**src/rtl/vec_pkg.sv**
```systemverilog
// vec_pkg: shared definitions for the vector load/store sequencer.
// Holds the decode opcode encodings, vector geometry, instruction field
// widths, the sequencer state enum and a small opcode helper.
package vec_pkg;

  // Vector geometry
  localparam int VLEN  = 16;
  localparam int IDX_W = $clog2(VLEN);
  localparam logic [IDX_W-1:0] LAST_IDX = IDX_W'(VLEN - 1);

  // Decoded instruction field widths
  localparam int OP_W  = 4;
  localparam int REG_W = 3;
  localparam int OFF_W = 6;

  // Opcode encodings shared with instruction decode
  localparam logic [OP_W-1:0] VADD = 4'b0000;
  localparam logic [OP_W-1:0] VDOT = 4'b0001;
  localparam logic [OP_W-1:0] SMUL = 4'b0010;
  localparam logic [OP_W-1:0] SST  = 4'b0011;
  localparam logic [OP_W-1:0] VLD  = 4'b0100;
  localparam logic [OP_W-1:0] VST  = 4'b0101;
  localparam logic [OP_W-1:0] SLL  = 4'b0110;
  localparam logic [OP_W-1:0] SLH  = 4'b0111;
  localparam logic [OP_W-1:0] J    = 4'b1000;
  localparam logic [OP_W-1:0] NOP  = 4'b1111;

  // Sequencer states
  typedef enum logic [1:0] {
    ST_IDLE       = 2'd0,
    ST_LOAD       = 2'd1,
    ST_LOAD_DRAIN = 2'd2,
    ST_STORE      = 2'd3
  } seq_state_e;

  // Instruction fields captured when a transfer is accepted
  typedef struct packed {
    logic [REG_W-1:0] dst;  // VLD destination vector register
    logic [REG_W-1:0] src;  // VST source vector register
    logic [OFF_W-1:0] off;  // raw two's-complement element offset
  } xfer_fields_t;

  // State entered from IDLE when an instruction with this opcode is
  // accepted; anything that is not a vector memory op retires in place.
  function automatic seq_state_e start_state(input logic [OP_W-1:0] op);
    seq_state_e st;
    case (op)
      VLD:     st = ST_LOAD;
      VST:     st = ST_STORE;
      default: st = ST_IDLE;
    endcase
    return st;
  endfunction

endpackage

```
**src/rtl/vec_agu.sv**
```systemverilog
// vec_agu: element address generator.
// addr = base + sext(offset) + idx, truncated to ADDR_W bits so that the
// sum wraps silently at the top of the address space.
module vec_agu
  import vec_pkg::*;
#(
  parameter int ADDR_W = 16
) (
  input  logic [ADDR_W-1:0] base,
  input  logic [OFF_W-1:0]  offset,
  input  logic [IDX_W-1:0]  idx,
  output logic [ADDR_W-1:0] addr
);

  logic [ADDR_W-1:0] off_sext;
  logic [ADDR_W-1:0] idx_ext;

  // Widen both operands to the address width, then add modulo 2^ADDR_W
  always_comb begin
    off_sext = {{(ADDR_W-OFF_W){offset[OFF_W-1]}}, offset};
    idx_ext  = {{(ADDR_W-IDX_W){1'b0}}, idx};
    addr     = base + off_sext + idx_ext;
  end

endmodule

```
**src/rtl/vec_seq.sv**
```systemverilog
// vec_seq: multi-cycle vector load/store sequencer.
// Accepts one decoded instruction at a time while IDLE. VLD streams VLEN
// element reads from data memory into a vector register (the read data
// returns one cycle after the request, so the VRF writes trail by one cycle
// and a drain state writes the last element). VST streams VLEN elements
// from a vector register to memory. Other opcodes retire immediately.
// Optional build macro: VSEQ_FLUSH_EN adds a 'flush' input that squashes
// all side effects combinationally and returns the sequencer to IDLE.
module vec_seq
  import vec_pkg::*;
#(
  parameter int ADDR_W = 16,
  parameter int DATA_W = 16
) (
  input  logic              clk,
  input  logic              rst_n,
`ifdef VSEQ_FLUSH_EN
  input  logic              flush,
`endif
  // Decode handshake and fields
  input  logic              dec_valid,
  output logic              dec_ready,
  input  logic [OP_W-1:0]   functype,
  input  logic [REG_W-1:0]  dst_addr,
  input  logic [REG_W-1:0]  addr2,
  input  logic [OFF_W-1:0]  offset,
  input  logic [ADDR_W-1:0] base_addr,
  // Data memory
  output logic              mem_req,
  output logic              mem_we,
  output logic [ADDR_W-1:0] mem_addr,
  output logic [DATA_W-1:0] mem_wdata,
  input  logic [DATA_W-1:0] mem_rdata,
  // VRF read port (combinational)
  output logic [REG_W-1:0]  vrf_rd_addr,
  output logic [IDX_W-1:0]  vrf_rd_elem,
  input  logic [DATA_W-1:0] vrf_rd_data,
  // VRF write port
  output logic              vrf_we,
  output logic [REG_W-1:0]  vrf_wr_addr,
  output logic [IDX_W-1:0]  vrf_wr_elem,
  output logic [DATA_W-1:0] vrf_wr_data,
  // Pipeline control
  output logic              stall,
  output logic              done
);

  // ---------------------------------------------------------------------
  // Declarations
  // ---------------------------------------------------------------------
  seq_state_e        state_q, state_d;
  logic [IDX_W-1:0]  idx_q, idx_d;
  xfer_fields_t      fields_q, fields_d;
  logic [ADDR_W-1:0] base_q, base_d;

  logic              flush_active;
  logic              accept;
  logic              last_elem;
  logic [ADDR_W-1:0] agu_addr;

`ifdef VSEQ_FLUSH_EN
  assign flush_active = flush;
`else
  assign flush_active = 1'b0;
`endif

  // Handshake: only an idle, un-flushed sequencer takes a new instruction
  assign dec_ready = (state_q == ST_IDLE) && !flush_active;
  assign accept    = dec_valid && dec_ready;
  assign last_elem = (idx_q == LAST_IDX);

  // Stall follows the state register directly so fetch freezes from the
  // first transfer cycle through the cycle that pulses done.
  assign stall = (state_q != ST_IDLE);

  // ---------------------------------------------------------------------
  // Address generation
  // ---------------------------------------------------------------------
  vec_agu #(
    .ADDR_W (ADDR_W)
  ) u_agu (
    .base   (base_q),
    .offset (fields_q.off),
    .idx    (idx_q),
    .addr   (agu_addr)
  );

  // ---------------------------------------------------------------------
  // FSM: state register
  // ---------------------------------------------------------------------
  // Hold the sequencer state; reset abandons any transfer in flight
  always_ff @(posedge clk or negedge rst_n) begin
    if (!rst_n) begin
      state_q <= ST_IDLE;
    end else begin
      // NOTE: flops use non-blocking assignment so every register samples
      // pre-edge values regardless of process evaluation order.
      state_q <= state_d;
    end
  end

  // ---------------------------------------------------------------------
  // FSM: next-state logic
  // ---------------------------------------------------------------------
  // Walk IDLE -> LOAD -> LOAD_DRAIN -> IDLE or IDLE -> STORE -> IDLE
  always_comb begin
    // NOTE: assign a default before the case so no path leaves the signal
    // unassigned, which would otherwise infer a latch.
    state_d = state_q;
    unique case (state_q)
      ST_IDLE: begin
        if (accept) begin
          state_d = start_state(functype);
        end
      end
      ST_LOAD: begin
        if (last_elem) begin
          state_d = ST_LOAD_DRAIN;
        end
      end
      ST_LOAD_DRAIN: begin
        state_d = ST_IDLE;
      end
      ST_STORE: begin
        if (last_elem) begin
          state_d = ST_IDLE;
        end
      end
      default: begin
        state_d = ST_IDLE;
      end
    endcase
    if (flush_active) begin
      state_d = ST_IDLE;
    end
  end

  // ---------------------------------------------------------------------
  // FSM: outputs
  // ---------------------------------------------------------------------
  // Decode memory/VRF enables and the done pulse from the current state
  always_comb begin
    mem_req     = 1'b0;
    mem_we      = 1'b0;
    vrf_we      = 1'b0;
    done        = 1'b0;
    // In LOAD the element being written is the one requested last cycle
    vrf_wr_elem = idx_q - IDX_W'(1);
    unique case (state_q)
      ST_LOAD: begin
        mem_req = 1'b1;
        // The first LOAD cycle has no read data returning yet
        vrf_we  = (idx_q != '0);
      end
      ST_LOAD_DRAIN: begin
        vrf_we      = 1'b1;
        vrf_wr_elem = LAST_IDX;
        done        = 1'b1;
      end
      ST_STORE: begin
        mem_req = 1'b1;
        mem_we  = 1'b1;
        done    = last_elem;
      end
      default: begin
      end
    endcase
    // Flush squashes every side effect in the same cycle, including a
    // read return still owed to the VRF
    if (flush_active) begin
      mem_req = 1'b0;
      mem_we  = 1'b0;
      vrf_we  = 1'b0;
      done    = 1'b0;
    end
  end

  // Address and data paths are don't-care while their enables are low, so
  // they are driven unconditionally from the latched fields and counter.
  assign mem_addr    = agu_addr;
  assign mem_wdata   = vrf_rd_data;
  assign vrf_rd_addr = fields_q.src;
  assign vrf_rd_elem = idx_q;
  assign vrf_wr_addr = fields_q.dst;
  assign vrf_wr_data = mem_rdata;

  // ---------------------------------------------------------------------
  // Datapath: element counter and latched instruction fields
  // ---------------------------------------------------------------------
  // Capture fields on accept; advance the element index while transferring
  always_comb begin
    idx_d    = idx_q;
    fields_d = fields_q;
    base_d   = base_q;
    if (accept) begin
      idx_d        = '0;
      fields_d.dst = dst_addr;
      fields_d.src = addr2;
      fields_d.off = offset;
      base_d       = base_addr;
    end else if ((state_q == ST_LOAD) || (state_q == ST_STORE)) begin
      idx_d = idx_q + IDX_W'(1);
    end
  end

  // Register the counter and the captured instruction fields
  always_ff @(posedge clk or negedge rst_n) begin
    if (!rst_n) begin
      // NOTE: the captured fields are reset as well; they feed the address
      // and VRF port outputs, which should read as zero out of reset.
      idx_q    <= '0;
      fields_q <= '0;
      base_q   <= '0;
    end else begin
      idx_q    <= idx_d;
      fields_q <= fields_d;
      base_q   <= base_d;
    end
  end

endmodule

```
**config.mk**
```make
export PLATFORM = sky130hd
export DESIGN_NAME = vec_seq
export DESIGN_NICKNAME = d
export VERILOG_FILES = /design/src/rtl/vec_pkg.sv /design/src/rtl/vec_agu.sv /design/src/rtl/vec_seq.sv
export SDC_FILE = /design/constraint.sdc
export NUM_CORES = 1
export LEC_CHECK = 0
export CORE_AREA = 2 2 109 111
export DETAILED_ROUTE_END_ITERATION = 6
export DIE_AREA = 0 0 111 113
export GPL_TIMING_DRIVEN = 1
export SYNTH_ARGS = -nofsm -noshare
export SYNTH_HDL_FRONTEND = slang
export SYNTH_HIERARCHICAL = 1
export SYNTH_SLANG_ARGS = --single-unit
```
**constraint.sdc**
```tcl
create_clock -name clk -period 2.3 [get_ports clk]
set_input_delay 0.23 -clock clk [delete_from_list [all_inputs] [get_ports clk]]
set_output_delay 0.23 -clock clk [all_outputs]
set_load 0.1 [all_outputs]
```
==> results.md, run 1 <==
* Max Freq at 304.9 MHz
* DR vias/cell at 4.324
* Number of fill cells in the layout at about 1,100
* Slowest stage delay, CP at 0.47 ns
* Crit-path slowest cell: dfrtp_4
* Cells after Synth at 251
* N_diodes at 0
* Die Y at about 110 um
* Clock latency on the worst-skew pair at 0.28 ns
* Die X at about 110 um
* IO Port Bufs at 70
* Proportion of layout cells with a drive suffix above 1 at 0.4942
* Synth top area cells: dfrtp_1 (30%), ha_1 (15%), mux2_4 (11%)
* Worst path cell trace: fa_1 > ha_2 > inv_2 > fa_2 > nor2b_4 > o31a_1 > o2111ai_1 > nand2_2 > a221oi_2 > buf_4 > xnor2_4 > buf_12
* Register area share after synthesis at 0.3048
* Largest net degree at the start of global routing at 35
* TritonCTS Buffers at 5
* Min-delay worst type: in -> async
* Clock root cell: clkbuf_16
* CTS tree: built
* Post-layout min period at 3.279 ns
* Asr flop ratio synth at 1.000
* Sink count of the clock tree at 34
* Worst-Margin Slew at roughly 0.78 ns
* First-pass GRT wire length at 10,360 um
* Slew HR at 0.4829
* Initial antenna violation count at 0
* Synth area leader: dfrtp_1
* Via count at 2,097
* DRT antenna net count at 0
* Seq cells post-synth at 34
* Max-cap violations at 0
* Drt drc at 0
* Die area at 12,540 um^2
* Syn Nets at 356
* Highest metal used: met4
* Net count, final at 446
* Routed WL at 6288 um
* TNS Setup at -9.409 ns
* Pre-antenna DRT Iters at 4
* Worst-path clk slew at 0.05 ns
* Post-synth EDFFs at 0
* Ys Warns at 6
* Initial Util at 0.2476
* CP Class: reg -> out
* Area Overhead vs Synth at 58.14%
* Post-Syn Area at 2791 um^2
* Final Hold Fails at 0
* HPWL after detailed placement at 4928 um
* Synth unique cells at 40
* Total grt overflow at 0
* Vias in the first global route at 2,176
* Core area at ~11,000 um^2
* R2R cell count at 4
* Failing checks: setup timing
* RSZ-0062 raised after global routing: yes
* Final Cycle Share at 1.426
* Arr. time, crit path at 3.05 ns
* Mapped Avg Cell Area at 11.12 um^2
* Status: finished, violations left
* Final setup viols at 14
* Crit-path max FO at 3
* Slew Limit Fails at 0
* Detail Route met2 WL at 3202 um
* Setup ws final at -0.9793 ns
* Initial drt markers at 35
* IO Count at 135
* Wire length on met3 at 381 um
* Wire length on met1 at approximately 2600 um
* Clock tree buffer depth at 2
* Crit path launch type: register
* RD Place Congestion at 0.7881
* H-tree lvl count at 2
* Clock Skew at 0.004759 ns
* Post-synth top flop: dfrtp_1
* Pre-CTS setup slack at -0.6680 ns
* CP Capture Type: primary output
* Hold_buf cts at 0
* WL/cell at ~13 um
* Global Route Usage Sum at 0.1007
* Critical Path RT at 2.07 ns
* Num rows at 39
* Synth top area share at 0.3048
==> cells in the final DEF, fill, tap and decap left out, types with 5 or more instances in the layout <==
cell type / instances
buf_12: 20
a21oi_1: 5
clkbuf_16: 5
clkdlybuf4s50_1: 33
buf_4: 66
dfrtp_1: 30
xnor2_4: 7
mux2_4: 20
xnor2_1: 5
nand2_1: 5
ha_1: 28
nor2_1: 11
mux2_2: 8
inv_1: 14
==> stage by stage <==
stage / hold WS [ns] / cell area [um^2] / cells / utilization
3_3_place_gp: 0.3435 / 4151 / 474 / 0.3683
4_1_cts: 0.06986 / 4387 / 485 / 0.3892
5_1_grt: 0.1051 / 4414 / 485 / 0.3916
2_1_floorplan: -0.06559 / 3047 / 251 / -
3_5_place_dp: 0.3672 / 4151 / 474 / 0.3683
6_report: 0.02628 / 4414 / 485 / 0.3916
==> registers in the layout (all words and copies together) (netlist names) <==
register and count:
state_q 2, vrf_wr_addr 3, base_q 16, vrf_rd_elem 4
vrf_rd_addr 3, fields_q 6
==> worst max-delay path: cells and delay by family (launching register included) <==
family | cells | cell delay, ns
AO/OA/AOI/OAI | 3 | 0.76
flip-flops | 1 | 0.47
adder cells (fa/ha/maj) | 3 | 0.88
XOR/XNOR | 1 | 0.11
AND/OR/NAND/NOR | 2 | 0.14
buffers and inverters | 3 | 0.41
==> final cells by class <==
cell class / instances / area (um^2) / share of cell area
clock inverters: 2 / 10.01 / 0.002268
clock buffers: 6 / 128.9 / 0.02920
repair buffers: 124 / 1276 / 0.2891
flip-flops and latches: 34 / 865.8 / 0.1961
well taps: 143 / 178.9 / 0.04053
inverters: 16 / 63.81 / 0.01446
multi-input cells: 160 / 1891 / 0.4283
==> cells in the mapped netlist (4+ instances only) <==
library cell  instances
o21ai_0               4
inv_1                16
mux2_4               20
nand2b_1              4
dfrtp_1              34
mux2_2                8
xnor2_1              12
o21a_1                4
buf_4                38
fa_1                  5
xor2_1                5
nor2_1               13
a21oi_1               9
nand2_1               6
a21o_1                4
ha_1                 33
==> worst paths after layout <==
check | start | end | slack, ns
max in group asynchronous | rst_n | vrf_rd_elem[1] | 1.69
hold reg to reg | base_q[0] | base_q[0] | 0.51
hold / removal | rst_n | vrf_wr_addr[1] | 0.03
min in group clk | vrf_rd_data[3] | mem_wdata[3] | 0.46
setup / recovery | vrf_rd_elem[1] | mem_addr[13] | -0.98
setup reg to reg | state_q[1] | fields_q[1] | 0.59
==> per-layer routing <==
layer	up-vias	GRT usage
met2	70	0.1783
met3	16	0.02571
met5	-	0
li1	1011	-
met1	1000	0.1193
met4	0	0.03417
==> what timing repair did <==
| item | in CTS | in global routing |
|---|---|---|
| gates resized for setup | 13 | 3 |
| setup buffers | 3 | 3 |
| setup endpoints to repair | 14 | 14 |
| pin swaps | 10 | 4 |
==> cells by family (layout without fill, tap and decap cells) <==
group / count (synthesis) / after routing / synth area share
adders and majority gates: 38 / 38 / 0.1838
xor gates and xnor gates: 17 / 17 / 0.05334
AOI/OAI and AO/OA: 42 / 42 / 0.1156
buffers and inverters: 57 / 148 / 0.1336
DFF: 34 / 34 / 0.3048
muxes: 31 / 31 / 0.1506
and+or+nand+nor: 32 / 32 / 0.05827
Power of run 1 is left out: the tool's default activity adds up to more than one toggle a clock period on the data nets, which glitch-free logic cannot reach.
==> run 2: changes to the inputs <==
--- a/config.mk
+++ b/config.mk
@@ -5,10 +5,13 @@
 export SDC_FILE = /design/constraint.sdc
 export NUM_CORES = 1
 export LEC_CHECK = 0
-export CORE_AREA = 2 2 109 111
+export CELL_PAD_IN_SITES_DETAIL_PLACEMENT = 1
+export CELL_PAD_IN_SITES_GLOBAL_PLACEMENT = 1
+export CORE_AREA = 2 2 103 105
 export DETAILED_ROUTE_END_ITERATION = 6
-export DIE_AREA = 0 0 111 113
+export DIE_AREA = 0 0 105 107
 export GPL_TIMING_DRIVEN = 1
+export PLACE_DENSITY_LB_ADDON = 0.1
 export SYNTH_ARGS = -nofsm -noshare
 export SYNTH_HDL_FRONTEND = slang
 export SYNTH_HIERARCHICAL = 1
==> constraint.sdc (replaced) <==
create_clock -name clk -period 2.3 [get_ports clk]
set_input_delay 0.46 -clock clk [delete_from_list [all_inputs] [get_ports clk]]
set_output_delay 0.46 -clock clk [all_outputs]
set_load 0.1 [all_outputs]
==> results.md, run 2 (synthesis results as in run 1) <==
* Sink count of the clock tree at 34
* Die area at 11,240 um^2
* Proportion of layout cells with a drive suffix above 1 at 0.5245
* Worst-Margin Slew at approximately 0.7 ns
* Commonest non-fill, non-tap cell in the layout: buf_4
* DRT antenna net count at 0
* Core area at 10,090 um^2
* TritonCTS Buffers at 5
* Final Hold Fails at 0
* Layout Cells excl Fill at about 480
* First-pass GRT wire length at 11,700 um
* Worst-path clk slew at approximately 0.090 ns
* CTS tree: built
* Largest net degree at the start of global routing at 29
* Arr. time, crit path at 3.06 ns
* CP Capture Type: primary output
* Hold_buf cts at 0
* HPWL after detailed placement at between 5000 and 6000 um
* Num rows at 37
* Wire length on met1 at 3064 um
* H-tree lvl count at 2
* Core Util, Final at 0.4476
* Total grt overflow at 0
* IO Count at 135
* N_diodes at 0
* Initial Util at 0.2766
* CP Class: reg -> out
* Global Route Usage Sum at 0.1309
* Clock root cell: clkbuf_8
* Clock Skew at 0.01713 ns
* Area Overhead vs Synth at 61.81%
* Slew HR at 0.5462
* WL/cell at ~14 um
* Via count at roughly 2,100
* Post-layout min period at 3.518 ns
* Vias in the first global route at 2,345
* Placed Cells at roughly 470
* Routed WL at 6999 um
* IO Port Bufs at 70
* Failing checks: setup timing
* Max Freq at around 280 MHz
* Clock tree buffer depth at 2
* RSZ-0062 raised after global routing: yes
* DR vias/cell at 4.366
* Critical Path RT at 1.84 ns
* Initial antenna violation count at 0
* Min-delay worst type: in -> async
* Highest metal used: met4
* Initial drt markers at 35
* Final setup viols at 14
* Clock latency on the worst-skew pair at between 0.2 and 0.3 ns
* Status: finished, violations left
* Largest register FFs at 16
* Setup ws final at -1.218 ns
* RD Place Congestion at 0.7565
* Wire length on met3 at roughly 380 um
* Crit-path max FO at 3
* Pre-antenna DRT Iters at 2
* Sequential cell area at 867.1 um^2
* Detail Route met2 WL at ~3500 um
* Final Cycle Share at 1.530
* Largest Register: base_q
* Net count, final at 451
* Number of fill cells in the layout at about 1,100
* Slew Limit Fails at 0
* Max-cap violations at 0
* Crit path launch type: register
* Die Y at approximately 110 um
* Die X at 105 um
* Multi-input gate area at 1937 um^2
* Drt drc at 0
* Most frequent cells in the layout: buf_4 (63), clkdlybuf4s50_1 (33), dfrtp_1 (29)
## run 2: changes by cell type in the layout (fill, tap and decap cells not counted), moves of 2 or more
cell	previous run	this run
clkbuf_8	0	6
buf_12	20	25
clkbuf_16	5	0
buf_4	66	63
buf_6	4	7
nor2_4	1	3
## run 2: stage by stage
stage / worst slack [ns] / hold slack [ns] / cell area (um^2) / setup TNS [ns]
floorplan: -1.225 / 0.1644 / 3048 / -13.19
global placement: -0.8670 / 0.4908 / 4252 / -8.296
detailed placement: -0.8983 / 0.5023 / 4252 / -8.573
CTS: -1.207 / 0.2126 / 4433 / -12.96
global route: -1.353 / 0.2409 / 4517 / -14.20
finish: -1.218 / 0.1988 / 4517 / -12.48
## run 2: layer usage
layer | global-route usage | vias to the layer above
met1 | 0.1613 | 1029
met3 | 0.03830 | 11
met4 | 0.03524 | 0
met5 | 0 | -
li1 | - | 1013
met2 | 0.2236 | 56
## run 2: final timing paths
check | start | end | slack, ns | depth (start not counted)
worst max-delay path | vrf_rd_elem[1] | mem_addr[15] | -1.22 | 11
worst min-delay path | rst_n | fields_q[0] | 0.20 | 1
worst max register to register | state_q[1] | vrf_rd_addr[2] | 0.56 | 4
worst min register to register | vrf_wr_addr[0] | vrf_wr_addr[0] | 0.51 | 1
max in group asynchronous | rst_n | base_q[12] | 1.51 | 2
min in group clk | vrf_wr_addr[0] | vrf_wr_addr[0] | 0.51 | 1
## run 2: cell type report
type,count,area share
clock inverter,1,0.001108
clock buffer,7,0.01911
multi-input combinational,160,0.4288
inverter,16,0.01413
timing repair buffer,129,0.3072
sequential,34,0.1920
tap,136,0.03767
## run 2: critical path, cell delays in order (launching register included)
cell      delay [ns]
dfrtp_4         0.48
fa_1            0.44
ha_2            0.21
inv_2           0.05
fa_2            0.22
nor2b_4         0.05
o31a_1          0.29
o21ai_2         0.24
o21bai_4        0.10
a221oi_4        0.34
xnor2_4         0.17
buf_12          0.19
## run 2: repair_timing
| item | in CTS | in global routing |
|---|---|---|
| buffers inserted | 2 | 6 |
| pin swaps | 9 | 17 |
| cloned | 0 | 0 |
| resized for setup | 16 | 14 |
| endpoints found under the hold margin | 0 | 0 |
| endpoints found under the setup margin | 14 | 14 |
Power of run 2 is left out for the same reason.
